## config.mk

```make
export PLATFORM = sky130hd
export DESIGN_NAME = ralu_core
export DESIGN_NICKNAME = d
export VERILOG_FILES = /design/src/rtl/ralu_pkg.sv /design/src/rtl/ralu_alu.sv /design/src/rtl/ralu_core.sv
export SDC_FILE = /design/constraint.sdc
export NUM_CORES = 1
export LEC_CHECK = 0
export BUFFER_PORTS_ARGS = -buffer_cell sky130_fd_sc_hd__buf_2
export CAP_MARGIN = 5
export CORE_UTILIZATION = 42
export CTS_CLUSTER_SIZE = 8
export DETAILED_ROUTE_END_ITERATION = 12
export GPL_ROUTABILITY_DRIVEN = 1
export PLACE_DENSITY = 0.68
export SYNTH_ARGS = -nofsm -noshare
export SYNTH_HDL_FRONTEND = slang
export SYNTH_SLANG_ARGS = --single-unit
```

## constraint.sdc

```tcl
create_clock -name clock -period 8.7 [get_ports clock]
set_clock_uncertainty 0.1 [all_clocks]
set_input_delay 1.74 -clock clock [delete_from_list [all_inputs] [get_ports clock]]
set_output_delay 1.74 -clock clock [all_outputs]
set_load 0.005 [all_outputs]
```

## src/rtl/ralu_pkg.sv

```systemverilog
// Shared widths, ALU opcodes and load-vector bit positions for the 4-bit register ALU.
package ralu_pkg;

  localparam int DATA_W     = 4;
  localparam int ADR_W      = 3;
  localparam int GPRB_DEPTH = 8;

  // logic/shift mode (M=0)
  localparam logic [3:0] OP_L_A    = 4'b0000;
  localparam logic [3:0] OP_L_B    = 4'b0001;
  localparam logic [3:0] OP_L_NA   = 4'b0010;
  localparam logic [3:0] OP_L_NB   = 4'b0011;
  localparam logic [3:0] OP_L_AND  = 4'b0100;
  localparam logic [3:0] OP_L_SHLB = 4'b0101;
  localparam logic [3:0] OP_L_SHRB = 4'b0110;
  localparam logic [3:0] OP_L_OR   = 4'b0111;
  localparam logic [3:0] OP_L_XOR  = 4'b1000;
  localparam logic [3:0] OP_L_NAND = 4'b1001;
  localparam logic [3:0] OP_L_NOR  = 4'b1010;
  localparam logic [3:0] OP_L_XNOR = 4'b1011;
  localparam logic [3:0] OP_L_SHLA = 4'b1100;
  localparam logic [3:0] OP_L_SHRA = 4'b1101;
  localparam logic [3:0] OP_L_ZERO = 4'b1110;
  localparam logic [3:0] OP_L_ONES = 4'b1111;

  // arithmetic mode (M=1)
  localparam logic [3:0] OP_A_INCA = 4'b0000;
  localparam logic [3:0] OP_A_INCB = 4'b0001;
  localparam logic [3:0] OP_A_DECA = 4'b0010;
  localparam logic [3:0] OP_A_DECB = 4'b0011;
  localparam logic [3:0] OP_A_DBLA = 4'b0100;
  localparam logic [3:0] OP_A_DBLB = 4'b0101;
  localparam logic [3:0] OP_A_AMB  = 4'b0110;
  localparam logic [3:0] OP_A_BMA  = 4'b0111;
  localparam logic [3:0] OP_A_NA   = 4'b1000;
  localparam logic [3:0] OP_A_ADD  = 4'b1001;
  localparam logic [3:0] OP_A_NB   = 4'b1010;

  localparam int V_LDA  = 0;
  localparam int V_LDB  = 1;
  localparam int V_BSRC = 2;
  localparam int V_ARES = 3;

endpackage

```

## src/rtl/ralu_alu.sv

```systemverilog
// Combinational ALU: logic/shift functions for M=0, 5-bit adder forms for M=1.
module ralu_alu
  import ralu_pkg::*;
(
  input  logic [DATA_W-1:0] a,
  input  logic [DATA_W-1:0] b,
  input  logic [3:0]        s,
  input  logic              m,
  input  logic              pin,
  input  logic              isr,
  input  logic              isl,
  output logic [DATA_W-1:0] r,
  output logic              pout,
  output logic              osr,
  output logic              osl
);

  logic [DATA_W-1:0] add_x_s;
  logic [DATA_W-1:0] add_y_s;
  logic              add_en_s;
  logic [DATA_W:0]   sum_s;

  assign sum_s = {1'b0, add_x_s} + {1'b0, add_y_s} + {4'b0000, pin};

  // operation decode; arithmetic ops only pick adder operands
  always_comb begin
    r        = 4'b0000;
    pout     = 1'b0;
    osr      = 1'b0;
    osl      = 1'b0;
    add_x_s  = 4'b0000;
    add_y_s  = 4'b0000;
    add_en_s = 1'b0;
    if (!m) begin
      case (s)
        OP_L_A:    r = a;
        OP_L_B:    r = b;
        OP_L_NA:   r = ~a;
        OP_L_NB:   r = ~b;
        OP_L_AND:  r = a & b;
        OP_L_SHLB: begin r = {b[2:0], isl}; osl = b[3]; end
        OP_L_SHRB: begin r = {isr, b[3:1]}; osr = b[0]; end
        OP_L_OR:   r = a | b;
        OP_L_XOR:  r = a ^ b;
        OP_L_NAND: r = ~(a & b);
        OP_L_NOR:  r = ~(a | b);
        OP_L_XNOR: r = ~(a ^ b);
        OP_L_SHLA: begin r = {a[2:0], isl}; osl = a[3]; end
        OP_L_SHRA: begin r = {isr, a[3:1]}; osr = a[0]; end
        OP_L_ZERO: r = 4'b0000;
        OP_L_ONES: r = 4'b1111;
        default:   r = 4'b0000;
      endcase
    end else begin
      add_en_s = 1'b1;
      case (s)
        OP_A_INCA: add_x_s = a;
        OP_A_INCB: add_x_s = b;
        OP_A_DECA: begin add_x_s = a; add_y_s = 4'b1111; end
        OP_A_DECB: begin add_x_s = b; add_y_s = 4'b1111; end
        OP_A_DBLA: begin add_x_s = a; add_y_s = a; end
        OP_A_DBLB: begin add_x_s = b; add_y_s = b; end
        OP_A_AMB:  begin add_x_s = a; add_y_s = ~b; end
        OP_A_BMA:  begin add_x_s = b; add_y_s = ~a; end
        OP_A_NA:   add_x_s = ~a;
        OP_A_ADD:  begin add_x_s = a; add_y_s = b; end
        OP_A_NB:   add_x_s = ~b;
        default:   add_en_s = 1'b0;
      endcase
      if (add_en_s) begin
        r    = sum_s[DATA_W-1:0];
        pout = sum_s[DATA_W];
      end else begin
        r    = 4'b0000;
        pout = 1'b0;
      end
    end
  end

endmodule

```

## src/rtl/ralu_core.sv

```systemverilog
// Register ALU datapath: A/B operand registers, 8x4 register bank, ALU result feedback.
module ralu_core
  import ralu_pkg::*;
(
  input  logic              clock,
  input  logic              reset,
  input  logic [DATA_W-1:0] DataIn,
  input  logic [3:0]        S,
  input  logic              M,
  input  logic              Pin,
  input  logic              ISR,
  input  logic              ISL,
  input  logic              A,
  input  logic              wr,
  input  logic [ADR_W-1:0]  adr,
  input  logic [3:0]        v,
  output logic              OSR,
  output logic              OSL,
  output logic              Pout,
  output logic [DATA_W-1:0] R
);

  logic [DATA_W-1:0] a_r;
  logic [DATA_W-1:0] b_r;
  logic [DATA_W-1:0] gprb_r [GPRB_DEPTH];
  logic [DATA_W-1:0] rd_s;

  assign rd_s = gprb_r[adr];

  ralu_alu u_alu (
    .a    (a_r),
    .b    (b_r),
    .s    (S),
    .m    (M),
    .pin  (Pin),
    .isr  (ISR),
    .isl  (ISL),
    .r    (R),
    .pout (Pout),
    .osr  (OSR),
    .osl  (OSL)
  );

  // operand A: ALU result has priority over the external/bank load
  always_ff @(posedge clock or negedge reset) begin
    if (!reset) begin
      a_r <= 4'b0000;
    end else if (v[V_ARES]) begin
      a_r <= R;
    end else if (v[V_LDA]) begin
      a_r <= A ? DataIn : rd_s;
    end else begin
      a_r <= a_r;
    end
  end

  // operand B: source bit is only meaningful together with the load bit
  always_ff @(posedge clock or negedge reset) begin
    if (!reset) begin
      b_r <= 4'b0000;
    end else if (v[V_LDB]) begin
      b_r <= v[V_BSRC] ? rd_s : R;
    end else begin
      b_r <= b_r;
    end
  end

  // register bank, written only from the ALU result
  always_ff @(posedge clock or negedge reset) begin
    if (!reset) begin
      for (int i = 0; i < GPRB_DEPTH; i++) gprb_r[i] <= 4'b0000;
    end else if (wr) begin
      gprb_r[adr] <= R;
    end else begin
      gprb_r <= gprb_r;
    end
  end

endmodule

```

==> impl_metrics.env, run 1 <==
export IMPL_synth_cell_types=69
export IMPL_synth_warnings=0
export IMPL_r2r_cells=12
export IMPL_routedWlPerCell_um=17.10
export IMPL_start_util_pct=44.24
export IMPL_holdBufCountCts=0
export IMPL_hold_viol=0
export IMPL_cts_buffers=5
export IMPL_p_int_mw=0.4108
export IMPL_first_pass_iters=6
export IMPL_placed_cells=477
export IMPL_path_class="in2out"
export IMPL_die_w_um=90.11
export IMPL_grt_total_usage_pct=21.10
export IMPL_antenna_found_initial=0
export IMPL_seqCellArea_sq_mm=0.001001
export IMPL_grt_max_degree=43
export IMPL_hold_class="reg2reg"
export IMPL_synthArstFlopShare_pct=100.0
export IMPL_grt_pass1_vias=2743
export IMPL_final_common_cell="dfrtp_1"
export IMPL_r2r_setup_slack_ns=5.50
export IMPL_cpPeakStageDelay_ns=0.46
export IMPL_vdd_ir_drop_worst_mv=0.1240
export IMPL_r2r_start="a_r[0]$_DFFE_PN0P_"
export IMPL_setup_viol=0
export IMPL_cp_arrival_ns=4.80
export IMPL_syn2layout_area_growth_pct=7.252
export IMPL_grt_busiest_layer="met2"
export IMPL_cts_resized=0
export IMPL_viasPerCell=6.004
export IMPL_crit_buf_inv=4
export IMPL_fin_nets=421
export IMPL_crit_chain="buf_2 -> inv_2 -> nor3_1 -> o21ai_0 -> nor2_1 -> ha_1 -> a21o_1 -> a21oi_1 -> xnor2_1 -> a21oi_2 -> inv_1 -> buf_2"
export IMPL_hold_end="gprb_r[3]$_DFFE_PN0P_"
export IMPL_nFillCells=727
export IMPL_final_max_slew_viol_count=0
export IMPL_cts_setup_buffers=0
export IMPL_syn_cell_area_sq_mm=0.003261
export IMPL_grt_use_met1_pct=31.21
export IMPL_worst_slack_ns=2.063
export IMPL_ys_ff_latch=40
export IMPL_cts_tree="yes"
export IMPL_ys_seq_area_share_pct=30.70
export IMPL_required_ns=6.86
export IMPL_die_height_um=90.11
export IMPL_via_count=2912
export IMPL_pre_cts_ws_ns=2.097
export IMPL_critPathTopFamily="compound AO/OA/AOI/OAI gates"
export IMPL_relSlewSlack_pct=40.93
export IMPL_htreeDepth=2
export IMPL_max_freq_mhz=150.7
export IMPL_hold_start="gprb_r[3]$_DFFE_PN0P_"
export IMPL_clockRootBuffer="clkbuf_8"
export IMPL_worst_path_stages=12
export IMPL_dp_hpwl_um=5985
export IMPL_place_gp_congestion=0.9605
export IMPL_syn_area_per_cell_sq_um=8.742
export IMPL_holdPathStages=2
export IMPL_num_antenna_cells=0
export IMPL_crit_top_cell="buf_2"
export IMPL_r2r_end="gprb_r[22]$_DFFE_PN0P_"
export IMPL_seq_power_share_pct=42.1
export IMPL_end_kind="output port"
export IMPL_syn_inst=373
export IMPL_core_area_sq_mm=0.007370
export IMPL_drive_gt1_share_pct=16.84
export IMPL_cap_violations=0
export IMPL_use_met2_pct=32.44
export IMPL_status="finished clean"
export IMPL_final_core_util_pct=47.45
export IMPL_cts_max_path_buffers=2
export IMPL_clkPwrFrac_pct=25.8
export IMPL_grt_remaining_overflow=0
export IMPL_powerDensity_mw_per_mm2=179.9
export IMPL_switching_share_pct=34.69
export IMPL_p_leak_nw=1.511
export IMPL_fin_tns_setup_ns=0
export IMPL_fin_cells=485
export IMPL_drc_errors=0
export IMPL_tightest_slew_ns=0.8861
export IMPL_period_share_pct=76.28
export IMPL_insertion_delay_ns=0.30
export IMPL_worstPathMaxFanout=32
export IMPL_multi_input_area_sq_mm=0.002008
export IMPL_cts_sinks=40
export IMPL_ioPinCount=30
export IMPL_initialDrtViolationCount=369
export IMPL_slowest_stage="a21oi_2"
export IMPL_p_comb_share_pct=32.1
export IMPL_synth_edf_count=0
export IMPL_synthFlopType="dfrtp_1"
export IMPL_io_buffers=29
export IMPL_wirelength_um=8292
export IMPL_start_kind="primary input"
export IMPL_layout_min_cycle_time_ns=6.637
export IMPL_final_cell_mix="dfrtp_1, nor2_1, a21oi_1"
export IMPL_grtUsageMet3_pct=3.299
export IMPL_ant_nets=0
export IMPL_rows=31
export IMPL_grt_first_pass_wirelength_um=13980
export IMPL_rsz0062_at_grt="false"
export IMPL_clk_pin_slew_ns=0.08
export IMPL_fp_dieArea_sq_mm=0.008120
export IMPL_power_switching_mw=0.2182
export IMPL_synthesis_nets=409
-- how the worst max path moves through the flow --
stage | slack [ns] | start | endpoint
3_3_place_gp | 2.22 | S[1] | R[2]
2_1_floorplan | 2.56 | S[1] | R[2]
6_report | 2.06 | S[3] | R[3]
4_1_cts | 2.10 | S[0] | R[3]
5_1_grt | 1.72 | S[0] | R[3]
3_5_place_dp | 2.10 | S[3] | R[3]
-- synthesized netlist by cell type, types with 2 or more instances --
master    number  area share [%]
a211oi_1       3            0.69
a211oi_2       2            0.77
a21o_1         3            0.69
a21oi_1       31             4.8
a21oi_2        2            0.54
a22o_1         3            0.81
a22oi_1        8             1.8
a311oi_1       2            0.54
a31oi_1        4            0.77
a32oi_1        2            0.54
and2_1         2            0.38
and3b_1        2            0.54
buf_2         11             1.7
buf_4          4            0.92
buf_6          5             1.7
clkbuf_1       3            0.35
dfrtp_1       40              31
fa_1           2             1.2
ha_1          11             4.2
inv_1         22             2.5
inv_2          2            0.23
mux2_2         3             1.0
mux2i_1        6             1.8
mux4_2         8             5.5
nand2_1       27             3.1
nand2b_1      11             2.1
nand3_1        6            0.92
nand3b_1       3            0.69
nand4_1        2            0.38
nor2_1        39             4.5
nor2b_1        9             1.7
nor3_1        10             1.5
nor3b_1        2            0.46
o211ai_1       3            0.69
o21ai_0       10             1.5
o21ai_1       13             2.0
o21bai_1       6             1.4
o221ai_1       6             1.6
o22a_1         4             1.1
o22ai_1        5            0.96
o31ai_1        3            0.69
o32a_1         4             1.2
or2_0          2            0.38
xor2_1         2            0.54
-- power groups by stage --
stage | registers, mW | logic, mW | clock network, mW
5_1_grt | 0.270 | 0.227 | 0.171
3_5_place_dp | 0.267 | 0.200 | 0
4_1_cts | 0.264 | 0.201 | 0.163
2_1_floorplan | 0.251 | 0.161 | 0
6_report | 0.265 | 0.202 | 0.162
3_3_place_gp | 0.266 | 0.196 | 0
-- final cells by class --
| class | instances | share of cell area, % |
|---|---|---|
| clock buffers | 6 | 2.361 |
| clock inverters | 2 | 1.109 |
| inverters | 24 | 2.576 |
| multi-input cells | 284 | 57.42 |
| flip-flops and latches | 40 | 28.62 |
| well taps | 99 | 3.542 |
| repair buffers | 30 | 4.365 |
-- cell families after synthesis --
family | after synthesis | share of synthesized area [%]
and+or+nand+nor | 122 | 18.42
AOI/OAI and AO/OA | 129 | 28.51
adders and majority gates | 13 | 5.449
muxes | 17 | 8.404
DFF | 40 | 30.70
xor gates and xnor gates | 3 | 0.8060
buffers and inverters | 49 | 7.713
-- flip-flops by register name, indices dropped and copies added (netlist names) --
| signal | cells |
|---|---|
| b_r | 4 |
| gprb_r | 32 |
| a_r | 4 |
-- worst reg2reg max path, stage by stage, from the launching register on --
cell and delay (ns):
dfrtp_1 0.51, nor2b_1 0.20, a21oi_1 0.20, nor2_1 0.06, o32a_1 0.18, a22oi_1 0.15, nor2_1 0.08, fa_1 0.45
fa_1 0.42, xor2_1 0.22, a21oi_2 0.08, buf_4 0.20, o31ai_1 0.26
-- layer usage --
layer | vias to the layer above | wire length [um]
met3 | 13 | 655
met4 | 0 | 102
li1 | 1403 | -
met2 | 135 | 3709
met5 | - | 0
met1 | 1361 | 3825
-- per-stage QoR --
step | power, mW | hold WS (ns) | area (sq um)
final | 0.6290 | 0.3921 | 3497
after global routing | 0.6686 | 0.4221 | 3497
after CTS | 0.6274 | 0.3968 | 3497
after detailed placement | 0.4676 | 0.3785 | 3376
after global placement | 0.4617 | 0.3686 | 3376
after floorplan | 0.4117 | 0.3503 | 3261
Power figures use the tool's default switching activity.
==> run 2: changes to the inputs <==
==> constraint.sdc (replaced) <==
create_clock -name clock -period 6.65 [get_ports clock]
set_clock_uncertainty 0.1 [all_clocks]
set_input_delay 1.33 -clock clock [delete_from_list [all_inputs] [get_ports clock]]
set_output_delay 1.33 -clock clock [all_outputs]
set_load 0.005 [all_outputs]
==> impl_metrics.env, run 2 (same netlist as run 1, synthesis figures left out) <==
export IMPL_insertion_delay_ns=0.30
export IMPL_num_antenna_cells=0
export IMPL_cpPeakStageDelay_ns=0.51
export IMPL_cts_resized=0
export IMPL_r2r_cells=12
export IMPL_routedWlPerCell_um=17.49
export IMPL_largest_reg_flops=32
export IMPL_powerDensity_mw_per_mm2=222.2
export IMPL_rows=31
export IMPL_start_util_pct=44.24
export IMPL_multi_input_area_sq_mm=0.002008
export IMPL_cap_violations=0
export IMPL_cts_setup_buffers=0
export IMPL_worst_slack_ns=0.9544
export IMPL_setup_worst_path_end="R[3]"
export IMPL_power_switching_mw=0.2835
export IMPL_tightest_slew_ns=1.057
export IMPL_p_comb_share_pct=34.8
export IMPL_die_w_um=90.11
export IMPL_ioPinCount=30
export IMPL_via_count=2948
export IMPL_die_height_um=90.11
export IMPL_viasPerCell=6.066
export IMPL_p_int_mw=0.4879
export IMPL_final_cell_mix="dfrtp_1, nor2_1, a21oi_1"
export IMPL_final_common_cell="dfrtp_1"
export IMPL_pre_cts_ws_ns=1.017
export IMPL_max_freq_mhz=175.6
export IMPL_clockRootBuffer="clkbuf_8"
export IMPL_relSlewSlack_pct=28.98
export IMPL_grt_total_usage_pct=21.27
export IMPL_htreeDepth=2
export IMPL_critPathTopFamily="buffers and inverters"
export IMPL_syn2layout_area_growth_pct=6.485
export IMPL_worstPathMaxFanout=32
export IMPL_cts_max_path_buffers=2
export IMPL_ant_nets=0
export IMPL_switching_share_pct=36.75
export IMPL_grt_remaining_overflow=0
export IMPL_fp_dieArea_sq_mm=0.008120
export IMPL_seqCellArea_sq_mm=0.001001
export IMPL_r2r_end="b_r[2]$_DFFE_PN0P_"
export IMPL_clkPwrFrac_pct=20.3
export IMPL_largest_register="gprb_r"
export IMPL_first_pass_iters=7
export IMPL_r2r_start="a_r[0]$_DFFE_PN0P_"
export IMPL_crit_chain="buf_2 -> inv_2 -> nor3_1 -> o21ai_0 -> nor2_1 -> ha_1 -> a21o_1 -> a21oi_1 -> xnor2_1 -> a21oi_2 -> buf_4 -> inv_1 -> buf_2"
export IMPL_status="finished clean"
export IMPL_core_area_sq_mm=0.007370
export IMPL_layout_min_cycle_time_ns=5.696
export IMPL_crit_buf_inv=5
export IMPL_cts_tree="yes"
export IMPL_nFillCells=718
export IMPL_start_kind="primary input"
export IMPL_top_regs="gprb_r (32), a_r (4), b_r (4)"
export IMPL_required_ns=5.22
export IMPL_slowest_stage="nor3_1"
export IMPL_finalPower_mw=0.7715
export IMPL_dp_hpwl_um=6117
export IMPL_crit_top_cell="buf_2"
export IMPL_setup_viol=0
export IMPL_fin_tns_setup_ns=0
export IMPL_grt_max_degree=43
export IMPL_path_class="in2out"
export IMPL_fin_nets=423
export IMPL_grt_first_pass_wirelength_um=14060
export IMPL_grt_pass1_vias=2760
export IMPL_io_buffers=29
export IMPL_hold_class="reg2reg"
export IMPL_vdd_ir_drop_worst_mv=0.1748
export IMPL_placed_cells=479
export IMPL_drc_errors=0
export IMPL_rsz0062_at_grt="false"
export IMPL_worst_path_stages=13
export IMPL_antenna_found_initial=0
export IMPL_seq_power_share_pct=45.0
export IMPL_hold_viol=0
export IMPL_place_gp_congestion=0.9104
export IMPL_drive_gt1_share_pct=17.05
export IMPL_final_max_slew_viol_count=0
export IMPL_holdBufCountCts=0
export IMPL_end_kind="output port"
export IMPL_wirelength_um=8500
export IMPL_final_core_util_pct=47.11
export IMPL_initialDrtViolationCount=474
export IMPL_r2r_setup_slack_ns=3.44
export IMPL_cts_sinks=40
export IMPL_p_leak_nw=1.499
export IMPL_period_share_pct=85.65
export IMPL_startpoint="S[3]"
export IMPL_clk_pin_slew_ns=0.07
export IMPL_fin_cells=486
export IMPL_cp_arrival_ns=4.27
export IMPL_cts_buffers=5
==> run 2: changes by cell type in the layout (fill, tap and decap cells not counted) <==
cell | previous run | this run
clkinv_4 | 1 | 0
bufinv_16 | 1 | 0
clkinvlp_4 | 0 | 1
clkinv_2 | 0 | 1
clkbuf_8 | 6 | 5
buf_4 | 1 | 3
==> run 2: power groups by stage <==
stage	registers (mW)	logic [mW]	clock network, mW
5_1_grt	0.352	0.299	0.167
6_report	0.347	0.268	0.156
4_1_cts	0.345	0.267	0.160
3_3_place_gp	0.347	0.261	0
3_5_place_dp	0.349	0.266	0
2_1_floorplan	0.328	0.210	0
==> run 2: worst min-delay path by stage <==
stage	startpoint	endpoint	slack [ns]	cells after the start
6_report	gprb_r[8]$_DFFE_PN0P_	gprb_r[8]$_DFFE_PN0P_	0.39	2
5_1_grt	gprb_r[2]$_DFFE_PN0P_	gprb_r[2]$_DFFE_PN0P_	0.41	2
4_1_cts	gprb_r[2]$_DFFE_PN0P_	gprb_r[2]$_DFFE_PN0P_	0.39	2
3_5_place_dp	gprb_r[2]$_DFFE_PN0P_	gprb_r[2]$_DFFE_PN0P_	0.37	2
3_3_place_gp	gprb_r[2]$_DFFE_PN0P_	gprb_r[2]$_DFFE_PN0P_	0.36	2
2_1_floorplan	gprb_r[10]$_DFFE_PN0P_	gprb_r[10]$_DFFE_PN0P_	0.35	2
==> run 2: through the flow <==
step	area (sq um)	hold slack [ns]
2_1_floorplan	3261	0.3503
3_3_place_gp	3391	0.3623
3_5_place_dp	3391	0.3728
4_1_cts	3472	0.3912
5_1_grt	3472	0.4067
6_report	3472	0.3883
==> run 2: metal layers <==
layer / part of all wire, % / vias to the layer above / GRT usage (%)
met4: 1.3 / 0 / 5.780
li1: - / 1402 / -
met1: 47 / 1383 / 31.43
met2: 44 / 146 / 32.76
met3: 7.0 / 17 / 2.538
met5: 0 / - / 0
==> run 2: layout make-up <==
cell class | instances | area share, %
Clock buffer | 5 | 1.982
Clock inverter | 2 | 0.3604
Inverter | 24 | 2.595
Multi-Input combinational cell | 284 | 57.84
Sequential cell | 40 | 28.83
Tap cell | 99 | 3.568
Timing Repair Buffer | 32 | 4.829
==> run 2: worst register-to-register path: cells and delay by family, from the launching register on <==
family          cells  cell delay [ns]
fa+ha+maj           2             0.85
compound gates      5             0.86
simple gates        3             0.34
flops               1             0.49
xor+xnor            1             0.19
buf+inv             1             0.25
==> run 3: changes to the inputs <==
--- a/config.mk
+++ b/config.mk
@@ -12,6 +12,7 @@
 export DETAILED_ROUTE_END_ITERATION = 12
 export GPL_ROUTABILITY_DRIVEN = 1
 export PLACE_DENSITY = 0.68
+export REMOVE_ABC_BUFFERS = 1
 export SYNTH_ARGS = -nofsm -noshare
 export SYNTH_HDL_FRONTEND = slang
 export SYNTH_SLANG_ARGS = --single-unit
==> impl_metrics.env, run 3 (same netlist as run 1, synthesis figures left out) <==
export IMPL_largest_register="gprb_r"
export IMPL_p_int_mw=0.5268
export IMPL_grt_remaining_overflow=0
export IMPL_start_util_pct=44.24
export IMPL_htreeDepth=2
export IMPL_hold_class="reg2reg"
export IMPL_holdBufCountCts=0
export IMPL_top_regs="gprb_r (32), a_r (4), b_r (4)"
export IMPL_placed_area_sq_mm=0.003383
export IMPL_antenna_found_initial=0
export IMPL_nFillCells=741
export IMPL_hold_viol=0
export IMPL_ant_nets=0
export IMPL_grt_max_degree=43
export IMPL_clkPwrFrac_pct=24.7
export IMPL_finish_instance_area_sq_mm=0.003495
export IMPL_wirelength_um=8253
export IMPL_insertion_delay_ns=0.29
export IMPL_p_comb_share_pct=32.7
export IMPL_rows=31
export IMPL_path_class="in2out"
export IMPL_power_switching_mw=0.2784
export IMPL_period_share_pct=87.48
export IMPL_required_ns=5.22
export IMPL_end_kind="output port"
export IMPL_use_met2_pct=35.94
export IMPL_cts_resized=0
export IMPL_grt_first_pass_wirelength_um=13900
export IMPL_largest_reg_flops=32
export IMPL_routedWlPerCell_um=16.98
export IMPL_core_area_sq_mm=0.007370
export IMPL_p_leak_nw=1.508
export IMPL_start_kind="primary input"
export IMPL_cap_violations=0
export IMPL_num_antenna_cells=0
export IMPL_r2r_setup_slack_ns=3.54
export IMPL_grt_busiest_layer="met2"
export IMPL_initialDrtViolationCount=158
export IMPL_max_freq_mhz=171.9
export IMPL_powerDensity_mw_per_mm2=230.4
export IMPL_dp_hpwl_um=6083
export IMPL_ioPinCount=30
export IMPL_setup_viol=0
export IMPL_io_buffers=29
export IMPL_tightest_slew_ns=0.8649
export IMPL_place_gp_congestion=0.9109
export IMPL_multi_input_area_sq_mm=0.002008
export IMPL_cts_tree="yes"
export IMPL_relSlewSlack_pct=41.89
export IMPL_die_height_um=90.11
export IMPL_cp_arrival_ns=4.39
export IMPL_via_count=2854
export IMPL_cts_max_path_buffers=2
export IMPL_final_cell_mix="dfrtp_1, nor2_1, a21oi_1"
export IMPL_cts_sinks=40
export IMPL_status="finished clean"
export IMPL_grt_total_usage_pct=20.95
export IMPL_worstPathMaxFanout=32
export IMPL_grt_pass1_vias=2780
export IMPL_clockRootBuffer="clkbuf_8"
export IMPL_grt_use_met1_pct=27.45
export IMPL_final_max_slew_viol_count=0
export IMPL_grtUsageMet3_pct=3.384
export IMPL_seq_power_share_pct=42.6
export IMPL_final_common_cell="dfrtp_1"
export IMPL_cts_buffers=5
export IMPL_first_pass_iters=5
export IMPL_drc_errors=0
export IMPL_die_w_um=90.11
export IMPL_drive_gt1_share_pct=17.05
export IMPL_rsz0062_at_grt="false"
export IMPL_vdd_ir_drop_worst_mv=0.1774
export IMPL_layout_min_cycle_time_ns=5.817
export IMPL_clk_pin_slew_ns=0.08
export IMPL_cts_setup_buffers=0
export IMPL_switching_share_pct=34.58
export IMPL_seqCellArea_sq_mm=0.001001
export IMPL_fin_tns_setup_ns=0
export IMPL_fin_nets=422
export IMPL_viasPerCell=5.872
export IMPL_syn2layout_area_growth_pct=7.176
export IMPL_fp_dieArea_sq_mm=0.008120
[run 3: cell types whose count changed in the layout (fill, tap and decap cells not counted), sizes merged]
cell,change
buf,-1
bufinv,+1
[run 3: metrics by stage]
| stage | utilization [%] | hold WS (ns) | power [mW] | cells | setup WS (ns) |
|---|---|---|---|---|---|
| floorplan | - | 0.3503 | 0.5163 | 348 | 1.771 |
| global placement | 45.91 | 0.3639 | 0.6043 | 478 | 0.9818 |
| detailed placement | 45.91 | 0.3732 | 0.6103 | 478 | 0.8693 |
| CTS | 47.42 | 0.3920 | 0.8078 | 486 | 0.8563 |
| global route | 47.42 | 0.4163 | 0.8584 | 486 | 0.3926 |
| finish | 47.42 | 0.3895 | 0.8053 | 486 | 0.8328 |
[run 3: worst paths after layout]
kind                                         from                     end  cells past startpoint
setup / recovery                             S[3]                    R[3]                     12
hold / removal             gprb_r[19]$_DFFE_PN0P_  gprb_r[19]$_DFFE_PN0P_                      2
setup reg to reg               a_r[0]$_DFFE_PN0P_  gprb_r[22]$_DFFE_PN0P_                     12
hold reg to reg            gprb_r[19]$_DFFE_PN0P_  gprb_r[19]$_DFFE_PN0P_                      2
max in group asynchronous                   reset      b_r[2]$_DFFE_PN0P_                      1
min in group asynchronous                   reset   gprb_r[2]$_DFFE_PN0P_                      1
[run 3: power by group through the flow]
| stage | Sequential (mW) | Clock (mW) | Combinational [mW] |
|---|---|---|---|
| 2_1_floorplan | 0.330 | 0 | 0.186 |
| 6_report | 0.343 | 0.199 | 0.264 |
| 4_1_cts | 0.342 | 0.201 | 0.265 |
| 3_5_place_dp | 0.347 | 0 | 0.264 |
| 3_3_place_gp | 0.346 | 0 | 0.258 |
| 5_1_grt | 0.350 | 0.214 | 0.295 |
[run 3: final cells by class]
class                      instances  area share (%)
clock buffer                       5           1.969
inverter                          24           2.578
clock inverter                     3           1.217
tap                               99           3.545
timing repair buffer              31           4.583
multi-input combinational        284           57.47
sequential                        40           28.64
[run 3: metal layers]
metal  wire length, um  vias to the layer above
li1                  -                     1395
met1              3601                     1358
met2              4151                       91
met3               419                       10
met4                80                        0
met5                 0                        -
[run 3: critical path: stages]
cell     delay [ns]
buf_2          0.46
inv_2          0.22
nor3_1         0.48
o21ai_0        0.27
nor2_1         0.26
ha_1           0.27
a21o_1         0.17
a21oi_1        0.16
xnor2_1        0.12
a21oi_2        0.43
inv_1          0.07
buf_2          0.14
